--- config.mk ---
export PLATFORM = sky130hd
export DESIGN_NAME = bin2seg_encoder
export DESIGN_NICKNAME = d
export VERILOG_FILES = /design/src/rtl/seg7_pkg.sv /design/src/rtl/seg7_digit_decode.sv /design/src/rtl/bin2seg_encoder.sv
export SDC_FILE = /design/constraint.sdc
export NUM_CORES = 1
export LEC_CHECK = 0
export CORE_MARGIN = 2
export CORE_UTILIZATION = 59
export DETAILED_ROUTE_END_ITERATION = 10
export GPL_TIMING_DRIVEN = 0
export PLACE_DENSITY = 0.94
export SYNTH_ARGS = -nofsm -noshare
export SYNTH_HDL_FRONTEND = slang
export SYNTH_SLANG_ARGS = --single-unit
--- constraint.sdc ---
create_clock -name clk -period 3.4 [get_ports clk]
set_input_delay 0.68 -clock clk [delete_from_list [all_inputs] [get_ports clk]]
set_output_delay 0.68 -clock clk [all_outputs]
set_load 0.03 [all_outputs]
--- src/rtl/seg7_pkg.sv ---
// seg7_pkg: segment codes, conversion FSM states and the double-dabble add-3 step
package seg7_pkg;
  localparam logic [6:0] SEG_0     = 7'h3F;
  localparam logic [6:0] SEG_1     = 7'h06;
  localparam logic [6:0] SEG_2     = 7'h5B;
  localparam logic [6:0] SEG_3     = 7'h4F;
  localparam logic [6:0] SEG_4     = 7'h66;
  localparam logic [6:0] SEG_5     = 7'h6D;
  localparam logic [6:0] SEG_6     = 7'h7D;
  localparam logic [6:0] SEG_7     = 7'h07;
  localparam logic [6:0] SEG_8     = 7'h7F;
  localparam logic [6:0] SEG_9     = 7'h6F;
  localparam logic [6:0] SEG_DASH  = 7'h40;
  localparam logic [6:0] SEG_BLANK = 7'h00;

  typedef enum logic [1:0] {IDLE, SHIFT, ENCODE} state_t;

  function automatic logic [3:0] add3(input logic [3:0] n);
    return n >= 4'd5 ? n + 4'd3 : n;
  endfunction
endpackage

--- src/rtl/seg7_digit_decode.sv ---
// seg7_digit_decode: 4-bit BCD digit to active-high 7-segment pattern (a=bit0)
module seg7_digit_decode
  import seg7_pkg::*;
(
  input  logic [3:0] digit,
  output logic [6:0] seg
);
  always_comb begin
    case (digit)
      4'd0:    seg = SEG_0;
      4'd1:    seg = SEG_1;
      4'd2:    seg = SEG_2;
      4'd3:    seg = SEG_3;
      4'd4:    seg = SEG_4;
      4'd5:    seg = SEG_5;
      4'd6:    seg = SEG_6;
      4'd7:    seg = SEG_7;
      4'd8:    seg = SEG_8;
      4'd9:    seg = SEG_9;
      default: seg = SEG_DASH;
    endcase
  end
endmodule

--- src/rtl/bin2seg_encoder.sv ---
// bin2seg_encoder: binary value to two-digit 7-segment word via sequential double-dabble
module bin2seg_encoder
  import seg7_pkg::*;
#(
  parameter int IN_W           = 7,
  parameter bit SEG_ACTIVE_LOW = 1'b0,
  parameter bit BLANK_LEAD     = 1'b1
) (
  input  logic            clk,
  input  logic            rst,
  input  logic            in_valid,
  output logic            in_ready,
  input  logic [IN_W-1:0] value,
  output logic [13:0]     both7seg,
  output logic            out_valid
);
  localparam logic [13:0] POL = {14{SEG_ACTIVE_LOW}};

  state_t          state;
  logic [IN_W-1:0] shreg;
  logic [11:0]     bcd;
  logic [11:0]     adj;
  logic [3:0]      cnt;
  logic [6:0]      tens_raw;
  logic [6:0]      units_raw;
  logic [6:0]      tens_seg;
  logic [6:0]      units_seg;

  assign in_ready = state == IDLE;
  assign adj = {add3(bcd[11:8]), add3(bcd[7:4]), add3(bcd[3:0])};

  seg7_digit_decode u_tens  (.digit(bcd[7:4]), .seg(tens_raw));
  seg7_digit_decode u_units (.digit(bcd[3:0]), .seg(units_raw));

  // hundreds nibble only flags overflow; it never reaches a digit
  always_comb begin
    tens_seg  = bcd[11:8] != 4'd0 ? SEG_DASH :
                (bcd[7:4] == 4'd0 && BLANK_LEAD) ? SEG_BLANK : tens_raw;
    units_seg = bcd[11:8] != 4'd0 ? SEG_DASH : units_raw;
  end

  always_ff @(posedge clk or negedge rst) begin
    if (!rst) begin
      state     <= IDLE;
      shreg     <= '0;
      bcd       <= '0;
      cnt       <= '0;
      both7seg  <= POL;
      out_valid <= 1'b0;
    end else begin
      out_valid <= 1'b0;
      case (state)
        IDLE: if (in_valid) begin
          shreg <= value;
          bcd   <= '0;
          cnt   <= 4'(IN_W - 1);
          state <= SHIFT;
        end
        SHIFT: begin
          {bcd, shreg} <= {adj, shreg} << 1;
          cnt          <= cnt - 4'd1;
          if (cnt == 4'd0) state <= ENCODE;
        end
        ENCODE: begin
          both7seg  <= {tens_seg, units_seg} ^ POL;
          out_valid <= 1'b1;
          state     <= IDLE;
        end
        default: state <= IDLE;
      endcase
    end
  end
endmodule

==> summary by stage, run 1 <==
Timing
The worst setup skew after layout is 0.006855 ns. Setup repair after global routing left no endpoint under its margin. The number of setup violations in the final report is 0. For the pin with the worst max-slew slack, the measured transition is approximately 0.86 ns. After routing, the total negative slack on setup checks comes to 0 ns.

The worst pin sits at a relative slew slack of between 40% and 50%. The fraction of the cycle the final worst path needs is 78.25%. For this run, the top clock speed supported by timing is between 300 and 400 MHz.

The count of endpoints failing hold in the final timing report came to 0. Subtracting the final worst setup slack from the clock period gives between 2 and 3 ns. The number of pins exceeding their max-slew limit in the final report came to 0.

Layout
In the final layout, the share of cells above drive strength 1 is under 10%. The top cell types in the final layout, fill and taps aside, are dfrtp_1, nand2_1, o21ai_0, clkdlybuf4s50_1, a21oi_1. The antenna cell count is 0.

The fill cell instance count of the final layout is 259. The most common cell after layout, fill and taps aside is dfrtp_1. At the end of the flow the core is filled with cells to 72.91%. For this run, the post-layout net count is 285. From synthesis to final layout, the design area changed by 17.14%.

Place
Routability-driven placement finished with a final weighted congestion of about 0.85. After legalization and detailed placement, the total HPWL measured approximately 2800 um. Port buffering added 25 buffers.

Clock tree
The tree built by TritonCTS fans out to 40 sinks. Clock latency on the worst-skew pair, taken at its later pin, is around 0.35 ns. The clock tree from TritonCTS is built. In this run, post-CTS repair resized a total of 0 instances. In this run, CTS created clock tree buffers numbering 5. No sink is reached through more buffers than the 2 on the longest clock path.

The total number of H-tree levels is 2. The number of post-CTS setup repair buffers is 0. The number of hold-repair buffers added at the cts stage is 0. Clock-pin slew was measured on the worst setup and hold paths at approximately 0.11 ns. CTS placed an instance of clkbuf_4 at the clock tree root.

Global routing
The first-pass GRT wire length is just under 7000 um. The number of antenna violations at the first check in global routing is 0. The leftover overflow at the end of global routing is 0. The number of global-route vias before repair is roughly 1500. Entering global routing, the biggest net connects between 40 and 50 pins. The met3 usage in global routing is 4.225%. The met2 usage in global routing is between 30 and 40%. The aggregate global-route resource usage is a little over a fifth. For met1 alone, demand over resource in global routing was about 27%. The most utilized layer in the global route result is met2.

Yosys
The number of storage elements in the synthesis netlist is 40. The total of warnings raised by yosys is 0. Sequential cells were found to cover 47.45% of the synthesized design area.

By area the synthesized netlist is led by dfrtp_1, ha_1, nand2_1. The post-synthesis cell type count is 35. The top cell type by area accounts for 47.45% of the synthesized area. The synthesized instance count is between 200 and 250. The post-synthesis instance area is 2110 um^2.

The library cell with the largest summed area after synthesis is dfrtp_1. The number of nets in the synthesized netlist is between 200 and 300. The average instance in the mapped netlist occupies between 9 and 10 um^2.

Critical path
The worst setup path is captured at an output port. The worst setup path is launched from a flip-flop. The endpoint required time on the critical path is between 2 and 3 ns. The type of the setup path with the least slack is reg -> out. Data arrives at the worst endpoint at approximately 2.0 ns. The worst setup slack for register-to-register paths is about 1.8 ns. Along the worst path, the maximum fanout reaches 10.

Drt
The via count normalized by instance count is between 5 and 6. The routed length per instance is approximately 13 um. The number of routed nets with antenna violations is 0. The remaining design rule violation count is 0.

The DRC violation total after the first TritonRoute iteration is between 100 and 150. The total vias in the final route is about 1700. The total detailed-routing wirelength is roughly 3900 um. The pre-antenna-repair detailed-routing pass consisted of 4 iterations.

Worst hold path
The min-delay analysis places its worst path in the category in -> async.

Status
The run finished with clean final reports.

Power and ir drop
The total power is between 2 and 2.5 mW. Power spread over the standard cell area amounts to 838.7 nW/um^2. VDD sags by at most ~490 uV.

The analysis attributes to cell leakage a power of 1.113 nW.

Die
The die area is ~4000 um^2. The floorplan die width is about 64 um. The cell row count is 21. The I/O pin count is 26. Measured along the y axis, the die boundary spans between 60 and 70 um. For this configuration, the core starts out at a cell density of between 60% and 70%. The core region is 3390 um^2.

Job
The number of max-cap violations is 0.
Yosys cell counts, drive strengths merged:
| library cell | number |
|---|---|
| dfrtp | 40 |
| nand2 | 33 |
| o21ai | 28 |
| a21oi | 21 |
| ha | 14 |
| inv | 11 |
| nand2b | 11 |
| nor2 | 11 |
| nor3b | 9 |
| a22o | 6 |
| clkbuf | 6 |
| buf | 5 |
| nand3 | 4 |
| nor2b | 4 |
| nor3 | 4 |
| o311ai | 3 |
| xnor2 | 3 |
| a21o | 2 |
| and3 | 2 |
| o22ai | 2 |
| a22oi | 1 |
| a31oi | 1 |
| a32o | 1 |
| nand3b | 1 |
| nand4 | 1 |
| o21bai | 1 |
| o31ai | 1 |
| o32a | 1 |
| or3 | 1 |
| xor2 | 1 |
cell families (layout without fill, tap and decap cells):
family | count (synthesis) | in the layout | share of synthesized area (%)
buf+inv | 22 | 55 | 4.270
xor+xnor | 4 | 4 | 1.661
fa+ha+maj | 14 | 14 | 8.304
flops | 40 | 40 | 47.45
simple gates | 81 | 81 | 19.34
compound gates | 68 | 68 | 18.98
where the power goes:
| group | total [mW] | internal [mW] | switching, mW |
|---|---|---|---|
| Clock | 0.252 | 0.102 | 0.150 |
| Combinational | 1.04 | 0.438 | 0.606 |
| Sequential | 0.777 | 0.646 | 0.131 |
sequential cells by signal, indices dropped and copies added, names as in the netlist:
register   flops
both7seg      14
bcd           12
cnt            4
shreg          7
out_valid      1
state          2
routing by layer:
| metal | routed length, um | up-vias |
|---|---|---|
| met5 | 0 | - |
| met4 | 42 | 0 |
| met3 | 214 | 9 |
| met2 | 1916 | 49 |
| met1 | 1773 | 810 |
| li1 | - | 858 |
cell type report:
type | instances | area (um^2) | area share [%]
Multi-Input combinational cell | 167 | 1018 | 41.22
Sequential cell | 40 | 1001 | 40.51
Timing Repair Buffer | 25 | 245.2 | 9.924
Clock buffer | 8 | 58.81 | 2.380
Tap cell | 46 | 57.56 | 2.329
Buffer | 11 | 48.80 | 1.975
Inverter | 11 | 41.29 | 1.671
through the flow:
stage                     instances  cell area (um^2)  hold WS, ns  worst slack (ns)
after global placement          300              2417       0.4614            0.7483
final                           308              2471       0.4277            0.7394
after CTS                       308              2471       0.4563            0.7076
after detailed placement        300              2412       0.4645             1.116
after floorplan                 229              2110       0.3844             1.603
after global routing            308              2471       0.5025            0.6375
worst paths after layout:
kind,startpoint,endpoint,cells past startpoint
worst max register to register,bcd[5],bcd[5],6
worst min-delay path,rst,both7seg[7],1
worst max-delay path,state[1],in_ready,4
worst min register to register,both7seg[1],both7seg[1],1
min in group clk,both7seg[1],both7seg[1],1
max in group asynchronous,rst,bcd[6],1
worst max-delay path: stages (launching register included):
cell	delay, ns
dfrtp_1	0.38
clkbuf_2	0.17
clkbuf_1	0.25
nor2_1	0.15
clkdlybuf4s50_1	0.68
(Power assumes the default switching activity.)
==> run 2, diff against run 1 <==
- CORE_UTILIZATION: 59 -> 50
- PLACE_DENSITY: 0.94 -> 0.86
- clock period: 3.4 -> 2.4 ns (I/O delays scaled with it)
==> summary by stage, run 2 (synthesis results as in run 1) <==
Timing
The worst setup skew after layout is 0.005067 ns. Timing would allow up to 471.3 MHz. The number of pins exceeding their max-slew limit in the final report is 0. Setup violations remaining at the end of the flow were counted as 0.

In this run the tightest slew margin relative to its limit is between 40% and 50%. Setup repair after global routing left no endpoint under its margin. At the pin with the least slew margin, the transition time is 0.8786 ns. The fraction of the cycle the final worst path needs is 88.42%. Subtracting the final worst setup slack from the clock period gives 2.122 ns. The count of endpoints failing hold in the final timing report is 0.

Layout
The register with the most flip-flops in the layout has 14 of them. In the layout the commonest cells are dfrtp_1, nand2_1, o21ai_0, clkdlybuf4s50_1, a21oi_1. 0 antenna diodes ended up in the layout.

The area growth from synthesis to layout is 18.92%. The fraction of final layout cells with drive strength greater than 1 is approximately 6.9%. The largest registers in the layout are both7seg (14), bcd (12), shreg (7).

The final net count is around 290. Cells fill between 60% and 70% of the core in the end. The library cell used most frequently in the layout, excluding fill and tap cells, is dfrtp_1. Counting flops per register, the top entry is both7seg.

Place
The count of port buffers added during placement is 25. The wire-length estimate of the detail-placed layout is between 3000 and 4000 um. The weighted congestion reported at the end of routability-driven placement is 0.8056.

Critical path
The type of the setup path with the least slack is reg -> out. STA classifies the critical path startpoint as a flip-flop. The worst setup slack for register-to-register paths is 0.76 ns.

The cell depth of the worst flop-to-flop path is 5. At the worst endpoint, the required time is 1.92 ns. In this run the worst path has a maximum fanout of 10.

STA puts the critical path data arrival time at about 1.6 ns. The worst setup path is captured at an output port. The source of the worst register-to-register timing path is bcd[4]. In this run the critical register-to-register path is captured at both7seg[8].

Clock tree
After clock tree synthesis, the flow added hold-fix buffers numbering 0. The number of post-CTS setup repair buffers is 0. The register clock-pin slew on the reported worst setup and hold paths is about 0.080 ns.

The longest clock path from root to sink contains 2 buffers. The total number of H-tree levels is 2. In this run the clock root is driven by a clkbuf_8. TritonCTS built the clock tree. The clock sink count is 40. The number of gates resized after CTS was 1. Clock latency on the worst-skew pair, taken at its later pin, is ~0.30 ns. The number of buffers created by CTS is 5.

Die
The die height is 68.96 um. 26 I/O pins were placed. The die area is roughly 4800 um^2.

The die is approximately 69 um wide. The effective utilization at floorplan is 52.36%. In this run the standard cell core region covers between 4000 and 5000 um^2. In this run the core area contains 23 standard-cell rows.

Drt
The first routing iteration left 75 violations. Dividing the detail-routed wire length by the instance count gives 13.41 um. The via count normalized by instance count is roughly 5.5. The final layout contains routed wiring with a total length of ~4200 um. In this run the remaining antenna-violating nets after routing total 0. For this run, design rule violations remaining after detail routing come to 0. The routed layout has approximately 1700 vias. Before antenna repair, the detailed router went through 4 iterations.

Global routing
The number of global-route vias before repair is 1556. The first-pass GRT wire length is approximately 7000 um. The largest net degree at the start of global routing is 41.

The number of antenna violations at the first check in global routing is 0. The leftover overflow at the end of global routing is 0. The aggregate global-route resource usage is approximately 20%.

Power and ir drop
Power comes to 3.051 mW. The peak ir drop on the vdd network is around 600 uV. The power per cell area is between 1000 and 1500 nW/um^2. The analysis attributes to cell leakage a power of 1.135 nW.

Job
The tool flagged a number of max-cap violations equal to 0.

Status
The run finished with clean final reports.

Worst hold path
The tightest min-delay check is of the in -> async type.
## run 2: how the worst max path moves through the flow
stage             endpoint  slack [ns]  cells after the start  startpoint
3_5_place_dp      in_ready        0.32                      4    state[1]
3_3_place_gp   both7seg[7]       -0.08                      1         rst
5_1_grt           in_ready        0.17                      4    state[1]
2_1_floorplan     in_ready        0.80                      3    state[1]
6_report          in_ready        0.28                      4    state[1]
4_1_cts           in_ready        0.26                      4    state[1]
## run 2: critical path, cell delays in order (launching register included)
cell and delay (ns):
dfrtp_1 0.33, clkbuf_2 0.21, clkbuf_1 0.36, nor2_1 0.08
dlygate4sd2_1 0.36
## run 2: layer usage
| layer | vias to the layer above | GRT usage [%] | part of all wire, % |
|---|---|---|---|
| li1 | 861 | - | - |
| met1 | 792 | 25.13 | 45 |
| met2 | 57 | 34.50 | 49 |
| met3 | 5 | 5.519 | 4.9 |
| met4 | 0 | 5.392 | 0.69 |
| met5 | - | 0 | 0 |
## run 2: report_power, final
group | internal, mW | leakage [nW] | switching [mW]
logic | 0.617 | 0.561 | 0.867
registers | 0.917 | 0.523 | 0.190
clock network | 0.229 | 0.0510 | 0.232
## run 2: cell type report
cell class | instances | area [um^2]
buffer | 11 | 48.80
clock buffer | 6 | 82.58
clock inverter | 2 | 10.01
fill | 367 | 1520
inverter | 11 | 41.29
multi-input combinational | 167 | 1018
sequential | 40 | 1001
tap | 50 | 62.56
timing repair buffer | 25 | 244.0
## run 2: stage by stage
step | hold WS (ns) | std cells | setup TNS (ns) | cell area [um^2] | setup slack, ns
after floorplan | 0.1844 | 229 | 0 | 2110 | 0.8026
after global placement | 0.4621 | 304 | -3.296 | 2422 | -0.08465
after detailed placement | 0.4656 | 304 | 0 | 2417 | 0.3217
after CTS | 0.3204 | 312 | 0 | 2509 | 0.2572
after global routing | 0.3627 | 312 | 0 | 2509 | 0.1686
final | 0.2991 | 312 | 0 | 2509 | 0.2780
==> run 3, diff against run 2 <==
- SETUP_SLACK_MARGIN: default -> 0.4
==> summary by stage, run 3 (synthesis results as in run 1) <==
Status
The run finished with clean final reports.

Timing
Setup slack on the critical path of the routed design comes to about 0.55 ns. Of the available clock period, the critical path in the final layout requires 76.99%. Static timing analysis puts the maximum clock frequency at 541.2 MHz. The count of endpoints failing hold in the final timing report is 0. The number of pins exceeding their max-slew limit in the final report is 0. Setup repair after global routing left no endpoint under its margin. The number of setup violations in the final report is 0. In this run the tightest slew margin relative to its limit is around 41%. The slew at the pin closest to its max-slew limit is between 0.8 and 0.9 ns. Between clock sinks in the finished design, the worst skew comes to about 0.0052 ns.

The time the worst path needs with I/O delays and setup is ~1.8 ns.

Layout
In the layout the commonest cells are dfrtp_1, nand2_1, o21ai_0, clkdlybuf4s50_1, a21oi_1. The fill cell instance count of the final layout is 370. The register cell area after layout is roughly 1000 um^2. The final net count is roughly 290. The post-route netlist has under 10% of its cells at a drive strength greater than 1.

Leaving out filler cells and counting taps, the final layout contains roughly 310. The register containing the most flip-flops in the final layout is both7seg. The register with the most flip-flops in the layout has 14 of them.

The repair_antennas step left the layout with diodes totalling 0. The area growth from synthesis to layout is 18.86%. The most common cell after layout, fill and taps aside is dfrtp_1. Summing all multi-input logic gate instances after layout gives around 1000 um^2. In the final layout, the registers with the most flip-flops are both7seg (14), bcd (12), shreg (7).

Critical path
The worst setup slack for register-to-register paths is approximately 0.76 ns. Data on the critical path arrives at its endpoint at 1.37 ns. The type of element launching the critical path is a flip-flop. The element type at the critical path end is an output port. For the worst setup path, the data required time is approximately 1.9 ns. In this run the worst path has a maximum fanout of 10. The setup path with the least slack is of type reg -> out.

Global routing
Entering global routing, the biggest net connects 41 pins. For this run, the total global-route usage over all layers was measured as between 20% and 30%. The first-pass GRT wire length is between 7000 and 8000 um. The number of global-route vias before repair is roughly 1600. The leftover overflow at the end of global routing is 0. The number of antenna violations at the first check in global routing is 0.

Clock tree
The register clock-pin slew on the reported worst setup and hold paths is around 0.070 ns. The number of clock buffers added by TritonCTS is 5. The maximum buffer depth of the clock tree is 2. The source-to-sink clock delay at the later pin of the worst-skew pair is ~0.30 ns. The clock tree from TritonCTS is built. In this run, post-CTS hold repair placed 0 buffers. After clock tree synthesis, the setup repair step added 0 buffers. The tree is rooted in a clkbuf_8. The clock sink count is 40. The total number of H-tree levels is 2.

Power and ir drop
In this run the power spent charging and discharging nets is about 1.3 mW. The worst-case IR drop observed on VDD is slightly above 600 uV. Cell internal power was estimated by the tool at between 1.5 and 2 mW. The share of total power dissipated in combinational logic is 48.7%. For this design the static power due to leakage is ~1.1 nW. The switching fraction of total power is about 42%.

Summing internal, switching and leakage power gives 3.055 mW. Dividing total power by cell area gives a power density of about 1200 nW/um^2. The proportion of power drawn by flip-flops and latches is 36.2%. The clock network power share is between 15 and 20%.

Drt
The detail route stage leaves a number of antenna-violating nets equal to 0. After detailed routing, the number of vias per cell comes to 5.474. The routed layout has roughly 1700 vias. Wires add up to about 4200 um. The routed length per instance is 13.53 um.

In this run, the number of DRC markers left after iteration 0 of detailed routing was 82. The remaining design rule violation count is 0. The first detailed-routing pass ran for 4 iterations.

Die
For this design the top-level I/O count stands at 26. The floorplan step defined a core boundary enclosing 4029 um^2. The floorplan step defined a die boundary enclosing 4755 um^2. The effective utilization at floorplan is between 50% and 60%. The floorplan has 23 rows. The die is 68.96 um tall.

The die is 68.96 um wide.

Place
The weighted congestion reported at the end of routability-driven placement is 0.8056. The HPWL after detailed placement is between 3000 and 4000 um. OpenSTA, run right after detailed placement, puts the worst setup slack at approximately 0.32 ns.

The number of placed instances, taps included, is between 300 and 400. The count of port buffers added during placement is 25.

Job
The number of max-cap violations is 0.

Worst hold path
The class of the tightest hold or removal check is in -> async.
run 3: final timing paths:
check | cells after the start | startpoint | end
min | 1 | rst | shreg[0]
max in group asynchronous | 1 | rst | bcd[6]
min in group clk | 1 | both7seg[1] | both7seg[1]
max | 4 | state[1] | in_ready
max reg2reg | 5 | bcd[4] | both7seg[8]
min reg2reg | 1 | both7seg[1] | both7seg[1]
run 3: power groups by stage:
stage	Combinational [mW]	Clock (mW)	Sequential, mW
floorplan	0.913	0	1.23
global placement	1.43	0	1.10
detailed placement	1.49	0	1.12
CTS	1.50	0.473	1.11
global route	1.68	0.500	1.14
finish	1.49	0.461	1.11
run 3: area by class of cell:
class,instances,share of cell area [%]
Buffer,11,2.046
Clock buffer,6,3.293
Clock inverter,2,0.3992
Inverter,11,1.647
Multi-Input combinational cell,167,40.62
Sequential cell,40,39.92
Tap cell,50,2.495
Timing Repair Buffer,25,9.581
run 3: layer usage:
metal	wire length (um)	GRT usage [%]
met1	1934	25.34
met2	2042	34.50
met3	198	5.519
met4	46	5.392
met5	0	0
run 3: what timing repair did:
action | 4_1_cts | 5_1_grt
resized for setup | 4 | 5
endpoints found under the setup margin | 1 | 1
pin swaps | 0 | 0
run 3: through the flow:
step / hold slack (ns) / area, um^2 / utilization (%) / TNS [ns]
global route: 0.3627 / 2507 / 62.24 / 0
global placement: 0.4621 / 2422 / 60.12 / -3.296
CTS: 0.3204 / 2512 / 62.36 / 0
detailed placement: 0.4656 / 2417 / 60.00 / 0
floorplan: 0.1844 / 2110 / - / 0
finish: 0.3006 / 2507 / 62.24 / 0
run 3: critical path, stage by stage, from the launching register on:
cell and delay [ns]:
dfrtp_1 0.37, clkbuf_2 0.18, buf_2 0.22, nor2_1 0.10, buf_2 0.20
